==> src/rtl/axi4s_uart_tx_frame.sv <==
// rtl/axi4s_uart_tx_frame.sv - AXI4-Stream to UART frame transmitter with one-entry holding register
// Define AXI4S_UART_TX_FRAME_BREAK_EN to add the tx_break line-break input.
module axi4s_uart_tx_frame #(
  parameter int ACLK_FREQUENCY = 200000000,
  parameter int BAUD_RATE      = 9600,
  parameter int BAUD_RATE_SIM  = 50000000,
  parameter int DATA_BITS      = 8,
  parameter int PARITY         = 0,
  parameter int STOP_BITS      = 1
) (
  input  logic                 aclk,
  input  logic                 aresetn,
  output logic                 uart_txd,
  input  logic                 tx_tvalid,
  output logic                 tx_tready,
  input  logic [DATA_BITS-1:0] tx_tdata,
  input  logic                 tx_tkeep,
  output logic                 tx_busy
`ifdef AXI4S_UART_TX_FRAME_BREAK_EN
  ,
  input  logic                 tx_break
`endif
);

`ifdef SYNTHESIS
  localparam int USED_BAUD_RATE = BAUD_RATE;
`else
  localparam int USED_BAUD_RATE = BAUD_RATE_SIM;
`endif

  localparam int TICS_PER_BIT = ACLK_FREQUENCY / USED_BAUD_RATE;
  localparam int PAR_BITS     = (PARITY != 0) ? 1 : 0;
  localparam int FRAME_BITS   = 1 + DATA_BITS + PAR_BITS + STOP_BITS;
  localparam int TIC_W        = (TICS_PER_BIT > 2) ? $clog2(TICS_PER_BIT) : 1;
  localparam int BIT_W        = $clog2(FRAME_BITS);

  localparam logic [TIC_W-1:0] TIC_LAST  = TIC_W'(TICS_PER_BIT - 1);
  localparam logic [BIT_W-1:0] BIT_LAST  = BIT_W'(FRAME_BITS - 1);
  localparam logic [BIT_W-1:0] STOP_LAST = BIT_W'(STOP_BITS - 1);

  localparam logic [1:0] ST_IDLE  = 2'd0;
  localparam logic [1:0] ST_SHIFT = 2'd1;
  localparam logic [1:0] ST_BREAK = 2'd2;

  generate
    if (BAUD_RATE < 1 || BAUD_RATE_SIM < 1) begin : g_bad_baud
      $error("baud rates must be positive");
    end
    if (TICS_PER_BIT < 2) begin : g_bad_tics
      $error("TICS_PER_BIT must be at least 2");
    end
    if (DATA_BITS < 5 || DATA_BITS > 9) begin : g_bad_data
      $error("DATA_BITS must be in 5..9");
    end
    if (PARITY < 0 || PARITY > 2) begin : g_bad_parity
      $error("PARITY must be 0, 1 or 2");
    end
    if (STOP_BITS != 1 && STOP_BITS != 2) begin : g_bad_stop
      $error("STOP_BITS must be 1 or 2");
    end
  endgenerate

  logic [1:0]            state_q, state_d;
  logic [FRAME_BITS-1:0] shift_q, shift_d;
  logic [TIC_W-1:0]      tic_q, tic_d;
  logic [BIT_W-1:0]      bit_q, bit_d;
  logic                  hold_full_q, hold_full_d;
  logic [DATA_BITS-1:0]  hold_data_q, hold_data_d;
  logic                  rdy_en_q, rdy_en_d;
  logic [FRAME_BITS-1:0] frame;
  logic                  load;
  logic                  accept;
  logic                  brk;

`ifdef AXI4S_UART_TX_FRAME_BREAK_EN
  assign brk = tx_break;
`else
  assign brk = 1'b0;
`endif

  assign tx_tready = rdy_en_q & ~hold_full_q;
  assign accept    = tx_tvalid & tx_tready & tx_tkeep;
  assign tx_busy   = hold_full_q | (state_q != ST_IDLE);
  assign uart_txd  = shift_q[0] & (state_q != ST_BREAK);

  // Stop bits come from the all-ones default above the parity/data field.
  always_comb begin
    frame              = '1;
    frame[0]           = 1'b0;
    frame[DATA_BITS:1] = hold_data_q;
    if (PARITY == 1) begin
      frame[DATA_BITS+1] = ^hold_data_q;
    end else if (PARITY == 2) begin
      frame[DATA_BITS+1] = ~^hold_data_q;
    end
  end

  always_comb begin
    state_d     = state_q;
    shift_d     = shift_q;
    tic_d       = tic_q;
    bit_d       = bit_q;
    hold_full_d = hold_full_q;
    hold_data_d = hold_data_q;
    rdy_en_d    = 1'b1;
    load        = 1'b0;

    case (state_q)
      ST_IDLE: begin
        if (brk) begin
          state_d = ST_BREAK;
        end else if (hold_full_q) begin
          load = 1'b1;
        end
      end
      ST_SHIFT: begin
        if (tic_q != '0) begin
          tic_d = tic_q - TIC_W'(1);
        end else if (bit_q != '0) begin
          shift_d = {1'b1, shift_q[FRAME_BITS-1:1]};
          bit_d   = bit_q - BIT_W'(1);
          tic_d   = TIC_LAST;
        end else if (brk) begin
          state_d = ST_BREAK;
          shift_d = '1;
        end else if (hold_full_q) begin
          load = 1'b1;
        end else begin
          state_d = ST_IDLE;
          shift_d = '1;
        end
      end
      ST_BREAK: begin
        // Leaving break replays STOP_BITS idle bits so the receiver resyncs.
        if (!brk) begin
          state_d = ST_SHIFT;
          shift_d = '1;
          bit_d   = STOP_LAST;
          tic_d   = TIC_LAST;
        end
      end
      default: begin
        state_d = ST_IDLE;
        shift_d = '1;
      end
    endcase

    if (load) begin
      state_d     = ST_SHIFT;
      shift_d     = frame;
      bit_d       = BIT_LAST;
      tic_d       = TIC_LAST;
      hold_full_d = 1'b0;
    end

    if (accept) begin
      hold_full_d = 1'b1;
      hold_data_d = tx_tdata;
    end
  end

  always_ff @(posedge aclk or negedge aresetn) begin
    if (!aresetn) begin
      state_q     <= ST_IDLE;
      shift_q     <= '1;
      tic_q       <= '0;
      bit_q       <= '0;
      hold_full_q <= 1'b0;
      hold_data_q <= '0;
      rdy_en_q    <= 1'b0;
    end else begin
      state_q     <= state_d;
      shift_q     <= shift_d;
      tic_q       <= tic_d;
      bit_q       <= bit_d;
      hold_full_q <= hold_full_d;
      hold_data_q <= hold_data_d;
      rdy_en_q    <= rdy_en_d;
    end
  end

endmodule

==> config.mk <==
export PLATFORM = sky130hd
export DESIGN_NAME = axi4s_uart_tx_frame
export DESIGN_NICKNAME = d
export VERILOG_FILES = /design/src/rtl/axi4s_uart_tx_frame.sv
export SDC_FILE = /design/constraint.sdc
export NUM_CORES = 1
export LEC_CHECK = 0
export BUFFER_PORTS_ARGS = -buffer_cell sky130_fd_sc_hd__clkbuf_2
export CORE_MARGIN = 2
export CORE_UTILIZATION = 55
export CTS_BUF_LIST = sky130_fd_sc_hd__clkbuf_2 sky130_fd_sc_hd__clkbuf_4 sky130_fd_sc_hd__clkbuf_8
export DETAILED_ROUTE_END_ITERATION = 16
export PLACE_DENSITY = 0.82
export SLEW_MARGIN = 20
export SYNTH_ARGS = -nofsm -noshare
export SYNTH_HDL_FRONTEND = slang
export SYNTH_SLANG_ARGS = --single-unit
==> constraint.sdc <==
create_clock -name aclk -period 6.6 [get_ports aclk]
set_clock_uncertainty 0.15 [all_clocks]
set_input_delay 0.99 -clock aclk [delete_from_list [all_inputs] [get_ports aclk]]
set_output_delay 0.99 -clock aclk [all_outputs]
set_load 0.1 [all_outputs]
==> flow_metrics.py <==
metrics = {
    "die": {
        "die_area_um2": 4290,
        "boundaryPins": 15,
        "die_x_um": 65.5,
        "placementRows": 22,
        "core-area_um2": 3630,
        "start_util_pct": 57.2,
        "die_h_um": 65.5,
    },
    "final_layout": {
        "final_common_cell": "dfrtp_1",
        "drive_above_1_share_pct": 24.4,
        "design_area_um2": 2280,
        "nFillCells": 310,
        "final_cell_mix": "dfrtp_1 (30), nor2_1 (17), inv_1 (15), clkbuf_2 (14), nand3_1 (11)",
        "finalNonFillerCells": 265,
        "final_nets": 230,
        "num_antenna_cells": 0,
        "areaGrowthSynthToFinish_pct": 9.63,
        "regArea_um2": 987,
        "multi_input_area_um2": 980,
    },
    "worst_setup_path": {
        "path_max_fanout": 23,
        "cp_top_family": "flip-flops",
        "reg2reg_to": "shift_q[1]$_DFFE_PN1P_",
        "critical_path_depth": 3,
        "max_stage_delay_ns": 0.83,
        "reg2reg_depth": 4,
        "reg2reg_setup_slack_ns": 4.01,
        "crit_end": "tx_busy",
        "slowest_stage": "dfrtp_1",
        "startpoint": "state_q[0]$_DFFE_PN0P_",
        "end_kind": "output pin",
        "arrival_ns": 1.87,
        "crit_buf_inv": 2,
        "worstPathCellList": "nor2_1, inv_1, clkbuf_2",
        "start_kind": "flop",
        "cp.required_ns": 5.46,
        "crit_type": "reg2out",
        "r2r-start": "tic_q[3]$_DFFE_PN0P_",
    },
    "sta": {
        "fmax_ghz": 0.332,
        "maxSlewViolCount": 0,
        "setup_tns_ns": 0,
        "rsz0062_at_grt": "false",
        "hold_viol": 0,
        "fin_crit_ns": 3.01,
        "fin_crit_sh_pct": 45.6,
        "tightest_slew_ns": 0.808,
        "setup-violations-final": 0,
        "slew_headroom_pct": 46.0,
        "whs_ns": 0.350,
    },
    "grt": {
        "grt_use_met1_pct": 32.2,
        "grt_pass1_vias": 1636,
        "met2_usage_pct": 35.1,
        "grt_use_met3_pct": 5.31,
        "antenna_found_initial": 0,
        "grt_pass1_wl_um": 7510,
        "grt_most_used_layer": "met2",
        "grt_max_degree": 40,
        "grt_overflow": 0,
        "grt.total_usage_pct": 23.2,
    },
    "route": {
        "wl_per_cell_um": 16.1,
        "dr.first_iter.drc_count": 97,
        "final_antenna_net_count": 0,
        "vias": 1649,
        "wirelength_um": 4260,
        "drc_errors": 0,
        "viasPerCell": 6.22,
        "first_pass_iters": 4,
    },
    "clock_network": {
        "ctsHoldBuffers": 0,
        "cts_tree": "yes",
        "clk-insertion-delay-late_ns": 0.30,
        "clkTransAtPathRegs_ns": 0.08,
        "cts_buffers": 5,
        "cts_root_buffer": "clkbuf_8",
        "post_cts_resized": 0,
        "cts.sinks": 39,
        "clockBufferDepth": 2,
        "htreeDepth": 2,
        "cts_post_setup_buffers_inserted": 0,
    },
    "placement": {
        "gp_congestion": 0.872,
        "dp_cells": 256,
        "placed_area_um2": 2160,
        "dp_hpwl_um": 2870,
        "port_buffers": 14,
    },
    "logic_synthesis": {
        "yosys.area_share.simple_pct": 19.0,
        "synth-main-ff-cell": "dfrtp_1",
        "synth_top_family_by_area": "compound AO/OA/AOI/OAI gates",
        "synth_nets": 217,
        "ys_ff_latch": 39,
        "synthXorXnorAreaFrac_pct": 0.843,
        "synth_warnings": 0,
        "synth_compound_area_share_pct": 20.6,
        "synth_edf_count": 0,
        "ys_types": 57,
        "synthesis.area_um2": 2080,
        "async_flop_share_pct": 100,
        "yosys.area_share.adder_pct": 1.20,
        "synthMuxAreaShare_pct": 5.30,
        "syn_inst": 203,
        "synth-seq-area-share_pct": 47.5,
        "syn_area_per_cell_um2": 10.2,
    },
    "pwr": {
        "peakVddDrop_v": 0.000170,
        "seq_power_share_pct": 56.7,
        "p_sw_mw": 0.126,
        "total_leakage_power_nw": 0.995,
        "p_per_area_nw_per_um2": 213,
        "p_int_mw": 0.359,
        "sw_frac_of_total_pct": 26.0,
        "p_comb_share_pct": 9.5,
        "clockPowerShare_pct": 33.8,
    },
    "hold_path": {
        "worstHoldPathType": "reg2reg",
    },
    "outcome": {
        "status": "complete, no violations",
    },
    "run": {
        "drv_cap": 0,
    },
}
final cells by class:
class                           instances  area share (%)
Clock inverter                          3            1.10
Inverter                               16            2.64
Sequential cell                        39            43.3
Clock buffer                            5            3.02
Timing Repair Buffer                   15            4.28
Tap cell                               48            2.64
Multi-Input combinational cell        139            43.0
Yosys cell counts, types with 2 or more instances:
cell type,instances,area (um^2)
a21oi_1,3,15.0
or4_4,4,45.0
nor4_1,3,18.8
nand2b_1,2,12.5
nor2_1,17,63.8
and2_1,2,12.5
nor3_1,6,30.0
o2bb2ai_1,2,17.5
xor2_1,2,17.5
mux2i_1,2,20.0
o21ai_0,5,25.0
clkbuf_1,4,15.0
or3_1,2,12.5
o31ai_1,2,15.0
a211oi_1,9,67.6
o41ai_1,2,17.5
nand4_1,2,12.5
a31o_2,3,26.3
buf_2,2,10.0
a21o_1,3,22.5
a22oi_1,2,15.0
and3_1,2,12.5
or4_1,2,15.0
a221oi_1,7,61.3
buf_6,2,22.5
dfrtp_1,30,751
nand3_1,11,55.1
nand2_1,10,37.5
inv_1,15,56.3
mux2_2,8,90.1
dfstp_2,9,236
o22ai_1,2,12.5
ha_1,2,25.0
power by group through the flow:
| stage | combinational (mW) | clock (mW) | sequential (mW) |
|---|---|---|---|
| finish | 0.0462 | 0.164 | 0.275 |
| global route | 0.0518 | 0.177 | 0.278 |
| CTS | 0.0449 | 0.166 | 0.275 |
| detailed placement | 0.0450 | 0 | 0.279 |
| global placement | 0.0436 | 0 | 0.277 |
| floorplan | 0.0322 | 0 | 0.274 |
per-layer routing:
| metal | share of wire [%] | wire [um] |
|---|---|---|
| met1 | 46 | 1950 |
| met2 | 46 | 1980 |
| met3 | 5.9 | 251 |
| met4 | 1.9 | 80 |
| met5 | 0 | 0 |
how the worst min path moves through the flow:
stage | from | endpoint | slack, ns | cells past startpoint
2_1_floorplan | hold_data_q[0]$_DFFE_PN0P_ | shift_q[1]$_DFFE_PN1P_ | 0.32 | 2
3_3_place_gp | hold_data_q[6]$_DFFE_PN0P_ | shift_q[7]$_DFFE_PN1P_ | 0.33 | 2
3_5_place_dp | hold_data_q[3]$_DFFE_PN0P_ | shift_q[4]$_DFFE_PN1P_ | 0.34 | 2
4_1_cts | hold_data_q[4]$_DFFE_PN0P_ | shift_q[5]$_DFFE_PN1P_ | 0.35 | 2
5_1_grt | hold_data_q[0]$_DFFE_PN0P_ | hold_data_q[0]$_DFFE_PN0P_ | 0.38 | 1
6_report | hold_data_q[3]$_DFFE_PN0P_ | shift_q[4]$_DFFE_PN1P_ | 0.35 | 2
tightest hold or removal path, cell delays in order, from the launching register on:
cell	delay, ns
dfrtp_1	0.38
inv_1	0.05
a221oi_1	0.06
sequential cells by signal, indices dropped and copies added, names as in the netlist:
signal       count
bit_q            4
hold_data_q      8
hold_full_q      1
rdy_en_q         1
shift_q          9
state_q          1
tic_q           15
cells by family after synthesis:
family,count (synthesis)
AND/OR/NAND/NOR,71
AO/OA/AOI/OAI,53
flip-flops,39
buffers and inverters,25
multiplexers,10
adder cells (fa/ha/maj),2
XOR/XNOR,2
other,1
metrics by stage:
stage               worst slack, ns  util [%]  power (mW)
finish                         3.59      62.7       0.485
global route                   3.46      62.7       0.507
CTS                            3.61      61.9       0.486
detailed placement             3.96      59.4       0.324
global placement               3.96      59.4       0.321
floorplan                      3.57         -       0.306
Note: power is estimated with default switching activity, not from simulation.
